==> src/rtl/rtl_simple_datapath_if.sv <==
// Result stream from the datapath to a downstream sink.
// Data and valid are driven by the datapath; ready comes from the consumer.
interface rtl_simple_datapath_if #(parameter int WIDTH = 8);
  logic [WIDTH-1:0] res_data;
  logic             res_valid;
  logic             res_ready;

  modport master (output res_data, output res_valid, input res_ready);
  modport slave  (input res_data, input res_valid, output res_ready);
endinterface

==> src/rtl/rtl_simple_datapath.sv <==
// Two-register ALU datapath (x, y) with carry/zero flags.
// A commit strobe pushes the pre-edge x into a 2-entry result FIFO.
module rtl_simple_datapath #(
  parameter int WIDTH = 8
) (
  input  logic                   clk,
  input  logic                   reset_n,
  input  logic [1:0]             op_sel,
  input  logic                   en_x,
  input  logic                   en_y,
  input  logic                   y_sel,
  input  logic [WIDTH-1:0]       din,
  input  logic                   commit,
  output logic [WIDTH-1:0]       x_out,
  output logic [WIDTH-1:0]       y_out,
  output logic                   carry,
  output logic                   zero,
  output logic                   overflow,
  rtl_simple_datapath_if.master  res
);

  logic [WIDTH-1:0] r_x;
  logic [WIDTH-1:0] r_y;
  logic             r_carry;
  logic             r_overflow;
  logic [WIDTH-1:0] r_mem [2];
  logic             r_head;
  logic             r_tail;
  logic [1:0]       r_count;
  logic [WIDTH-1:0] r_last;

  logic [WIDTH:0]   w_sum;
  logic [WIDTH-1:0] w_alu;
  logic             w_pop;
  logic             w_push;
  logic             w_full;

  assign w_sum = {1'b0, r_x} + {1'b0, r_y};

  always_comb begin
    w_alu = r_x;
    case (op_sel)
      2'd0: w_alu = r_x;
      2'd1: w_alu = ~r_x;
      2'd2: w_alu = w_sum[WIDTH-1:0];
      2'd3: w_alu = r_y;
      default: w_alu = r_x;
    endcase
  end

  assign w_full = (r_count == 2'd2);
  assign w_pop  = (r_count != 2'd0) && res.res_ready;
  assign w_push = commit && (!w_full || w_pop);

  always_ff @(posedge clk or negedge reset_n) begin
    if (!reset_n) begin
      r_x     <= '0;
      r_y     <= '0;
      r_carry <= 1'b0;
    end else begin
      if (en_x) begin
        r_x <= w_alu;
        if (op_sel == 2'd2) r_carry <= w_sum[WIDTH];
      end
      if (en_y) r_y <= y_sel ? din : w_alu;
    end
  end

  // r_last keeps the most recently popped word so res_data holds steady once empty
  always_ff @(posedge clk or negedge reset_n) begin
    if (!reset_n) begin
      r_mem[0]   <= '0;
      r_mem[1]   <= '0;
      r_head     <= 1'b0;
      r_tail     <= 1'b0;
      r_count    <= 2'd0;
      r_last     <= '0;
      r_overflow <= 1'b0;
    end else begin
      if (w_push) begin
        r_mem[r_tail] <= r_x;
        r_tail        <= ~r_tail;
      end
      if (w_pop) begin
        r_last <= r_mem[r_head];
        r_head <= ~r_head;
      end
      case ({w_push, w_pop})
        2'b10:   r_count <= r_count + 2'd1;
        2'b01:   r_count <= r_count - 2'd1;
        default: r_count <= r_count;
      endcase
      if (commit && w_full && !w_pop) r_overflow <= 1'b1;
    end
  end

  assign x_out         = r_x;
  assign y_out         = r_y;
  assign carry         = r_carry;
  assign zero          = (r_x == '0);
  assign overflow      = r_overflow;
  assign res.res_valid = (r_count != 2'd0);
  assign res.res_data  = (r_count == 2'd0) ? r_last : r_mem[r_head];

endmodule

==> src/flat_wrapper.sv <==
// flat-port wrapper written by rule: the top's interface ports become plain ports
module rtl_simple_datapath_flat 
#(
  parameter int WIDTH = 8
)
  (clk, reset_n, op_sel, en_x, en_y, y_sel, din, commit, x_out, y_out, carry, zero, overflow, res_res_data, res_res_valid, res_res_ready);
  rtl_simple_datapath_if #(.WIDTH(WIDTH)) res_i ();
  input  logic clk;
  input  logic reset_n;
  input  logic [1:0] op_sel;
  input  logic en_x;
  input  logic en_y;
  input  logic y_sel;
  input  logic [WIDTH-1:0] din;
  input  logic commit;
  output logic [WIDTH-1:0] x_out;
  output logic [WIDTH-1:0] y_out;
  output logic carry;
  output logic zero;
  output logic overflow;
  output wire logic [$bits(res_i.res_data)-1:0] res_res_data;
  output wire logic [$bits(res_i.res_valid)-1:0] res_res_valid;
  input wire logic [$bits(res_i.res_ready)-1:0] res_res_ready;
  assign res_res_data = res_i.res_data;
  assign res_res_valid = res_i.res_valid;
  assign res_i.res_ready = res_res_ready;
  rtl_simple_datapath #(.WIDTH(WIDTH)) u_core (.clk(clk), .reset_n(reset_n), .op_sel(op_sel), .en_x(en_x), .en_y(en_y), .y_sel(y_sel), .din(din), .commit(commit), .x_out(x_out), .y_out(y_out), .carry(carry), .zero(zero), .overflow(overflow), .res(res_i));
endmodule
==> config.mk <==
export PLATFORM = sky130hd
export DESIGN_NAME = rtl_simple_datapath_flat
export DESIGN_NICKNAME = d
export VERILOG_FILES = /design/src/rtl/rtl_simple_datapath_if.sv /design/src/rtl/rtl_simple_datapath.sv /design/src/flat_wrapper.sv
export SDC_FILE = /design/constraint.sdc
export NUM_CORES = 1
export LEC_CHECK = 0
export CORE_MARGIN = 4
export CORE_UTILIZATION = 48
export DETAILED_ROUTE_END_ITERATION = 10
export GPL_TIMING_DRIVEN = 0
export PLACE_DENSITY = 0.87
export SETUP_SLACK_MARGIN = 0.4
export SLEW_MARGIN = 20
export SYNTH_ARGS = -nofsm -noshare
export SYNTH_HDL_FRONTEND = slang
export SYNTH_SLANG_ARGS = --single-unit
==> constraint.sdc <==
create_clock -name clk -period 2 [get_ports clk]
set_input_delay 0.2 -clock clk [delete_from_list [all_inputs] [get_ports clk]]
set_output_delay 0.2 -clock clk [all_outputs]
set_load 0.005 [all_outputs]
Word level (Yosys, flattened, before mapping)
Index checks and enable logic that the tools add are counted.
{"block": "totals", "output_inout_bits": 28, "in_bits": 17, "reg_bits": 46, "wordCells": 51}
{"block": "classes", "mux": 10, "n_lt_le_gt_ge": 3, "reduce_logical": 14, "eq_ne": 6, "bitwise": 5, "n_addsub": 3}
{"operator": "8-bit 2-to-1 mux", "n": 6}
{"operator": "8-bit one-hot mux with 4 select lines", "n": 1}
{"operator": "16-bit bitwise mux", "n": 1}
{"operator": "8-bit by 8-bit adder with 9-bit output", "n": 1}
{"operator": "8-bit demux with 1-bit select", "n": 1}
{"operator": "2-bit equality test, second input constant", "n": 4}
{"operator": "8-bit zero test", "n": 1}
{"operator": "8-bit NOT", "n": 1}
{"operator": "1-bit logical AND", "n": 5}
{"operator": "2-bit by 1-bit equality test with 1-bit output, second input constant", "n": 2}
{"operator": "2-bit greater-or-equal comparator, second input constant", "n": 2}
{"operator": "2-bit zero test", "n": 2}
{"operator": "1-bit NOT with 2-bit output", "n": 2}
{"operator": "2-bit one-hot mux with 2 select lines", "n": 1}
{"operator": "2-bit nonzero test", "n": 2}
{"operator": "2-bit by 1-bit adder with 2-bit output, second input constant", "n": 1}
{"operator": "1-bit zero test", "n": 2}
{"operator": "2-bit by 1-bit < comparator with 1-bit output, second input constant", "n": 1}
{"operator": "1-bit NOT", "n": 2}
{"operator": "2-bit AND reduction", "n": 1}
{"operator": "2-bit by 1-bit subtractor with 2-bit output, second input constant", "n": 1}
{"operator": "1-bit logical OR", "n": 1}

Logic depth before layout (Yosys ltp)
Gate-level depths: netlist of the first run.
{"block": "logic_depth", "word_depth": 6, "depth_mapped": 9, "ltp_nobuf": 8}

Worst setup path after synthesis of the first run
No wires, ideal clock.
{"block": "synth_path", "kind": "reg2reg", "from": "register u_core.r_x[0] (netlist: u_core.x_out[0])", "to": "register u_core.r_y[4] (netlist: u_core.y_out[4])", "required_time_ps": 1935, "t_arrival_ps": 2117, "synth_period_minus_slack_ps": 2182, "path_buffers": 0, "stages_incl_launch_ff": 9, "path_slack_ps": -182, "setup_time_ps": 65, "cell_sequence": "dfrtp_1 ha_1 inv_1 fa_1 nand2b_1 a21oi_1 mux2_4 o311ai_1 o21a_1"}
{"block": "synth_via", "elab_chain_cells": 3}
{"item": "start, declared", "line": "rtl_simple_datapath.sv:22", "source": "logic [WIDTH-1:0] r_x;"}
{"item": "start signal, assigned", "line": "rtl_simple_datapath.sv:62", "source": "r_x <= w_alu;"}
{"item": "8-bit by 8-bit adder with 9-bit output", "line": "rtl_simple_datapath.sv:38", "source": "assign w_sum = {1'b0, r_x} + {1'b0, r_y};"}
{"item": "8-bit one-hot mux with 4 select lines", "line": "rtl_simple_datapath.sv:42", "source": "case (op_sel)"}
{"item": "8-bit 2-to-1 mux", "line": "rtl_simple_datapath.sv:65", "source": "if (en_y) r_y <= y_sel ? din : w_alu;"}
{"item": "end signal, assigned", "line": "rtl_simple_datapath.sv:65"}
{"item": "end, declared", "line": "rtl_simple_datapath.sv:23", "source": "logic [WIDTH-1:0] r_y;"}
Every way passes these cells.
A chain may end at the register's enable or synchronous reset.

Final worst setup path of the first run
Ends and elaborated chain as after synthesis.

==> metrics, run 1 <==
run status=completed; gpl congestion=0.9127; Cell Area, Synth=2626 sq um; metal2 WL=4062 microns; fin crit share=98.98%; CTS Sinks=46; DR DRC count=0; first-pass GRT wire length=10830 microns; WP data arrival=2220 ps; PnR Total Power=6.171 mW; top sig layer=met4; final global-route overflow total=0; Worst VDD drop=944.6 uV; GRT Total Usage=21.23%; r2r setup slk=20 ps; Worst-Margin Slew=596.0 ps; Clock Path Buffers=2; die height=81.97 microns; Cell variety after synth=50; share of cells above drive strength 1=42.60%; Pleak=1.707 nW; Crit Reg-Reg Startpoint=u_core.x_out[0]; Final Hold Viols=0; TritonCTS buffer count=5; final net count=365; Placement Rows=26; Vias/cell=5.728; Worst-path clk slew=90 ps; reg2reg path depth=8; vias in the first global route=2250; CP Cell Sequence=ha_4 > inv_2 > fa_2 > nand2b_4 > a21oi_4 > mux2_4 > o311ai_4 > o21a_1; worst r2r dst=u_core.y_out[4]; post-layout util=75.38%; Worst-Skew Late Latency=300 ps; crit-path max cell delay=410 ps; area leader, netlist=dfrtp_1; initial core utilization=50.46%; Chip Width=81.97 microns; sequential share of the synthesized area=43.83%; share of the synthesized area in the top cell type=43.83%; WL met3=385 microns; top cells by instance count after synthesis=dfrtp_1, nor2_1, a21oi_1; WL final=7672 microns; antenna-violating nets left=0; Power Dens Cells=1573 nW/um^2; final-layout fill cell count=331; max-slew violation count=0; fin crit period=1980 ps; WS Path Type=reg -> reg; port bufs=43; Seq. cell area=1162 sq um; initial antenna violation count=0; io pins=45; Post-Layout Cell Count=408; P&R area growth vs syn=49.40%; largest net degree at the start of global routing=28; Crit. End Element=flop; crit path max-delay cell type=dfrtp_2; Data required, critical path=2240 ps; number of inserted diodes=0; Clock Skew=8.006 ps; DPL Wire Length=4403 microns; Yosys reg bits=46; count leader, synth=dfrtp_1; crit path launch type=flop; total die area=6719 sq um; Synthesis Warnings=0; Gate Count Post-Synth=257; Synth area leaders=dfrtp_1, mux2_2, mux2i_1; CP max FO=2; Slew HR=60.26%; ys async rst share=100.0%; FMAX=0.5052 GHz; synthesized area per cell=10.22 sq um; htree depth=2; First-pass DRT Iterations=4; Post-Place Cells=371; DR vias=2337; Min-Delay Path Class=in -> async; Avg WL per Cell=18.80 microns; CTS root buffer=clkbuf_8; Min Hold Slack=403.1 ps; Post-synth EDFFs=0; RSZ-0062 raised after global routing=yes; multi-input logic area=1762 sq um; Core Area=5205 sq um; TritonCTS clock tree=yes; Met1 Routed Length=3001 microns; setup violators final=0; DR iter-0 viols=127; max cap viols=0; syn_nets=284; ys flop type=dfrtp_1
==> per-layer routing <==
metal | track usage [%] | vias up
met5 | 0 | -
met1 | 26.51 | 1141
met2 | 36.83 | 100
met4 | 7.641 | 0
met3 | 3.509 | 26
li1 | - | 1070
==> repair_timing <==
item | CTS | global route
setup buffers | 19 | 9
setup endpoints to repair | 36 | 46
pin swaps | 19 | 13
hold buffers | 1 | 0
gates resized for setup | 76 | 58
hold endpoints to repair | 19 | 0
cloned | 1 | 0
==> worst max path at each step <==
stage | from | end | slack (ps) | cells after the start
floorplan | u_core.y_out[0] | u_core.y_out[4] | -40 | 8
global placement | reset_n | u_core.x_out[4] | -660 | 1
detailed placement | u_core.x_out[0] | u_core.y_out[4] | -140 | 8
CTS | u_core.x_out[0] | u_core.y_out[4] | 60 | 8
global route | u_core.x_out[0] | u_core.x_out[6] | -20 | 8
finish | u_core.x_out[0] | u_core.y_out[4] | 20 | 8
==> cell families (layout without fill, tap and decap cells) <==
logic type / count (synthesis) / count (layout) / share of synthesized area [%]
simple gates: 69 / 69 / 13.24
compound gates: 63 / 63 / 15.58
flops: 46 / 46 / 43.83
mux: 35 / 35 / 14.48
buf+inv: 21 / 102 / 3.478
xor+xnor: 13 / 13 / 4.335
fa+ha+maj: 10 / 10 / 5.050
==> report_power, final <==
part / leakage, nW / switching [mW] / internal (mW)
sequential: 0.529 / 0.416 / 1.35
clock: 0.0438 / 0.307 / 0.235
combinational: 1.13 / 1.72 / 2.14
==> per-stage QoR <==
| step | setup slack (ps) | cell area [sq um] | setup TNS, ps |
|---|---|---|---|
| finish | 20.44 | 3924 | 0 |
| floorplan | -40.39 | 2756 | -40.39 |
| CTS | 58.12 | 3636 | 0 |
| global route | -16.37 | 3924 | -28.91 |
| global placement | -662.9 | 3274 | -23590 |
| detailed placement | -143.5 | 3289 | -222.0 |
==> registers in the layout, indices dropped and copies added, names as in the netlist <==
name,flops
u_core.carry,1
u_core.r_mem,16
u_core.r_last,8
u_core.r_head,1
u_core.r_count,2
u_core.r_tail,1
u_core.overflow,1
u_core.y_out,8
u_core.x_out,8
==> critical path: cells and delay by family (launching register included) <==
kind | cells | cell delay, ps
adder cells (fa/ha/maj) | 2 | 500
AO/OA/AOI/OAI | 3 | 490
flip-flops | 1 | 410
multiplexers | 1 | 330
AND/OR/NAND/NOR | 1 | 170
buffers and inverters | 1 | 40
==> area by class of cell <==
type,instances,share of cell area (%)
Multi-Input combinational cell,190,44.90
Sequential cell,46,29.62
Timing Repair Buffer,74,18.14
Tap cell,70,2.232
Buffer,12,2.105
Clock buffer,5,1.754
Inverter,9,0.9885
Clock inverter,2,0.2551
==> placed cells by master (no fill, tap or decap), drive strengths merged, types with 2 or more instances in the layout <==
cell and instances:
a211oi 2, a21oi 24, a31o 2, a31oi 5, buf 49, clkbuf 9
clkdlybuf4s50 30, clkinv 2, dfrtp 46, dlymetal6s2s 2, ha 9, inv 9
mux2 21, mux2i 14, nand2 21, nand2b 4, nor2 27, nor2b 3
nor3b 3, o211ai 2, o21ai 14, o22ai 3, o311ai 2, o31ai 3
or2 2, or4 2, xnor2 5, xor2 8
Note: power is estimated with default switching activity, not from simulation.
==> run 2, diff against run 1 <==
==> constraint.sdc (replaced) <==
create_clock -name clk -period 2 [get_ports clk]
set_input_delay 0.4 -clock clk [delete_from_list [all_inputs] [get_ports clk]]
set_output_delay 0.4 -clock clk [all_outputs]
set_load 0.005 [all_outputs]
==> metrics, run 2 (synthesis results as in run 1) <==
run status=finished with violations (was completed); share of cells above drive strength 1=45.66% (was 42.60%); fin crit period=2131 ps (was 1980 ps); WL final=8403 microns (was 7672 microns); TritonCTS buffer count=5 (unchanged); Worst-Skew Late Latency=300 ps (about the same); Worst-path clk slew=90 ps (about the same); worst r2r dst=u_core.x_out[6] (was u_core.y_out[4]); Worst-Margin Slew=592.6 ps (was 596.0 ps); vias in the first global route=2418 (was 2250); CP max FO=7 (was 2); final net count=384 (was 365); CTS root buffer=clkbuf_8 (unchanged); Largest register FFs=16 (unchanged); htree depth=2 (unchanged); Pleak=1.802 nW (was 1.707 nW); FMAX=0.4694 GHz (was 0.5052 GHz); Final Hold Viols=0 (unchanged); Crit Reg-Reg Startpoint=u_core.x_out[5] (was u_core.x_out[0]); Post-Layout Cell Count=427 (was 408); Placement Rows=26 (unchanged); P&R area growth vs syn=53.03% (was 49.40%); WP data arrival=2280 ps (was 2220 ps); reg2reg path depth=7 (was 8); antenna-violating nets left=0 (unchanged); Largest Register=u_core.r_mem (unchanged); max-slew violation count=0 (unchanged); fin crit share=106.5% (was 98.98%); Worst VDD drop=1006 uV (was 944.6 uV); Power Dens Cells=1552 nW/um^2 (was 1573 nW/um^2); Clock Skew=10.12 ps (was 8.006 ps); Core Area=5205 sq um (unchanged); Internal=3.770 mW (was 3.727 mW); final-layout fill cell count=329 (was 331); Data required, critical path=2150 ps (was 2240 ps); crit path to=u_core.x_out[6] (was u_core.y_out[4]); first-pass GRT wire length=11650 microns (was 10830 microns); total die area=6719 sq um (unchanged); Post-Place Cells=371 (unchanged); max cap viols=0 (unchanged); Crit. End Element=flop (unchanged); initial antenna violation count=0 (unchanged); Chip Width=81.97 microns (unchanged); Logic pwr share=64.2% (was 62.6%); GRT Total Usage=22.97% (was 21.23%); DR iter-0 viols=184 (was 127); Placement Setup Slack=-143.5 ps (unchanged); Vias/cell=5.728 (about the same); clock share of power=8.8% (about the same); crit path launch type=flop (unchanged); die height=81.97 microns (unchanged); gpl congestion=0.9127 (unchanged); WS Path Type=reg -> reg (unchanged); CP startpoint=u_core.x_out[5] (was u_core.x_out[0]); number of inserted diodes=0 (unchanged); TritonCTS clock tree=yes (unchanged); Psw=2.465 mW (was 2.444 mW); port bufs=43 (unchanged); Worst Slack Setup Final=-130.6 ps (was 20.44 ps); Min-Delay Path Class=in -> async (unchanged); Flop pwr share=27.0% (was 28.6%); CTS Sinks=46 (unchanged); most common cell after layout, fill and taps aside=dfrtp_1 (unchanged); most frequent cells in the layout=dfrtp_1, buf_4, buf_6 (was dfrtp_1, clkdlybuf4s50_1, mux2_4); Avg WL per Cell=19.68 microns (was 18.80 microns); largest net degree at the start of global routing=28 (unchanged); Slew HR=60.49% (was 60.26%); final global-route overflow total=0 (unchanged); CTS Hold Bufs=0 (was 1); DR vias=2446 (was 2337); r2r setup slk=-130 ps (was 20 ps); io pins=45 (unchanged); Clock Path Buffers=2 (unchanged); First-pass DRT Iterations=5 (was 4); DPL Wire Length=4403 microns (unchanged); DR DRC count=0 (unchanged); failing checks=negative setup slack; Net Sw Frac=39.54% (was 39.60%); setup violators final=3 (was 0); initial core utilization=50.46% (unchanged); RSZ-0062 raised after global routing=yes (unchanged)
==> run 2: cell count changes in the layout (fill, tap and decap cells not counted), sizes merged <==
| cell | previous run | this run |
|---|---|---|
| buf | 49 | 68 |
| clkdlybuf4s50 | 30 | 16 |
| dlygate4sd2 | 0 | 12 |
| clkbuf | 9 | 11 |
| clkdlybuf4s15 | 0 | 1 |
| dlygate4sd3 | 1 | 0 |
| dlymetal6s2s | 2 | 1 |
| nand2 | 21 | 22 |
==> run 2: stage by stage <==
| step | hold WS (ps) | power (mW) | area [sq um] | setup TNS, ps | utilization (%) |
|---|---|---|---|---|---|
| floorplan | 104.4 | 3.437 | 2756 | -40.39 | - |
| global placement | 443.8 | 4.319 | 3274 | -34410 | 62.91 |
| detailed placement | 384.5 | 4.442 | 3289 | -2214 | 63.20 |
| CTS | 57.32 | 5.434 | 3716 | 0 | 71.39 |
| global route | 72.08 | 6.626 | 4019 | -498.5 | 77.21 |
| finish | 47.72 | 6.235 | 4019 | -236.5 | 77.21 |
==> run 2: how the worst min path moves through the flow <==
stage	from	to
floorplan	reset_n	u_core.carry
global placement	u_core.overflow	u_core.overflow
detailed placement	reset_n	u_core.r_count[0]
CTS	reset_n	u_core.r_mem[2]
global route	reset_n	u_core.x_out[4]
finish	reset_n	u_core.y_out[0]
==> run 2: cell type report <==
class,count,area (sq um),share of cell area [%]
clock buffers,5,68.82,1.712
inverters,9,38.79,0.9651
multi-input cells,191,1724,42.90
flip-flops and latches,46,1164,28.95
plain buffers,12,83.83,2.086
repair buffers,92,842.1,20.95
well taps,70,87.58,2.179
clock inverters,2,10.01,0.2491
==> run 2: layer usage <==
metal / up-vias / wire length (microns) / track usage [%]
li1: 1108 / - / -
met1: 1204 / 3268 / 27.37
met2: 106 / 4415 / 42.00
met3: 28 / 409 / 3.509
met4: 0 / 309 / 7.309
met5: - / 0 / 0
==> run 2: what timing repair did <==
action | 4_1_cts | 5_1_grt
cloned | 3 | 0
pin swaps | 19 | 12
setup endpoints to repair | 59 | 50
gates resized for setup | 99 | 55
endpoints found under the hold margin | 0 | 0
buffers inserted | 32 | 14
==> run 2: worst max-delay path: stages (launching register included) <==
cell and delay [ps]:
dfrtp_2 410, buf_4 170, ha_2 340, a21oi_1 190, inv_1 100, or3_1 390
a31oi_1 270, a21oi_1 120
==> run 2: power groups by stage <==
stage	Sequential [mW]	Combinational [mW]	Clock [mW]
after detailed placement	1.74	2.70	0
after floorplan	1.65	1.78	0
final	1.68	4.00	0.546
after CTS	1.60	3.28	0.553
after global placement	1.72	2.60	0
after global routing	1.72	4.29	0.611
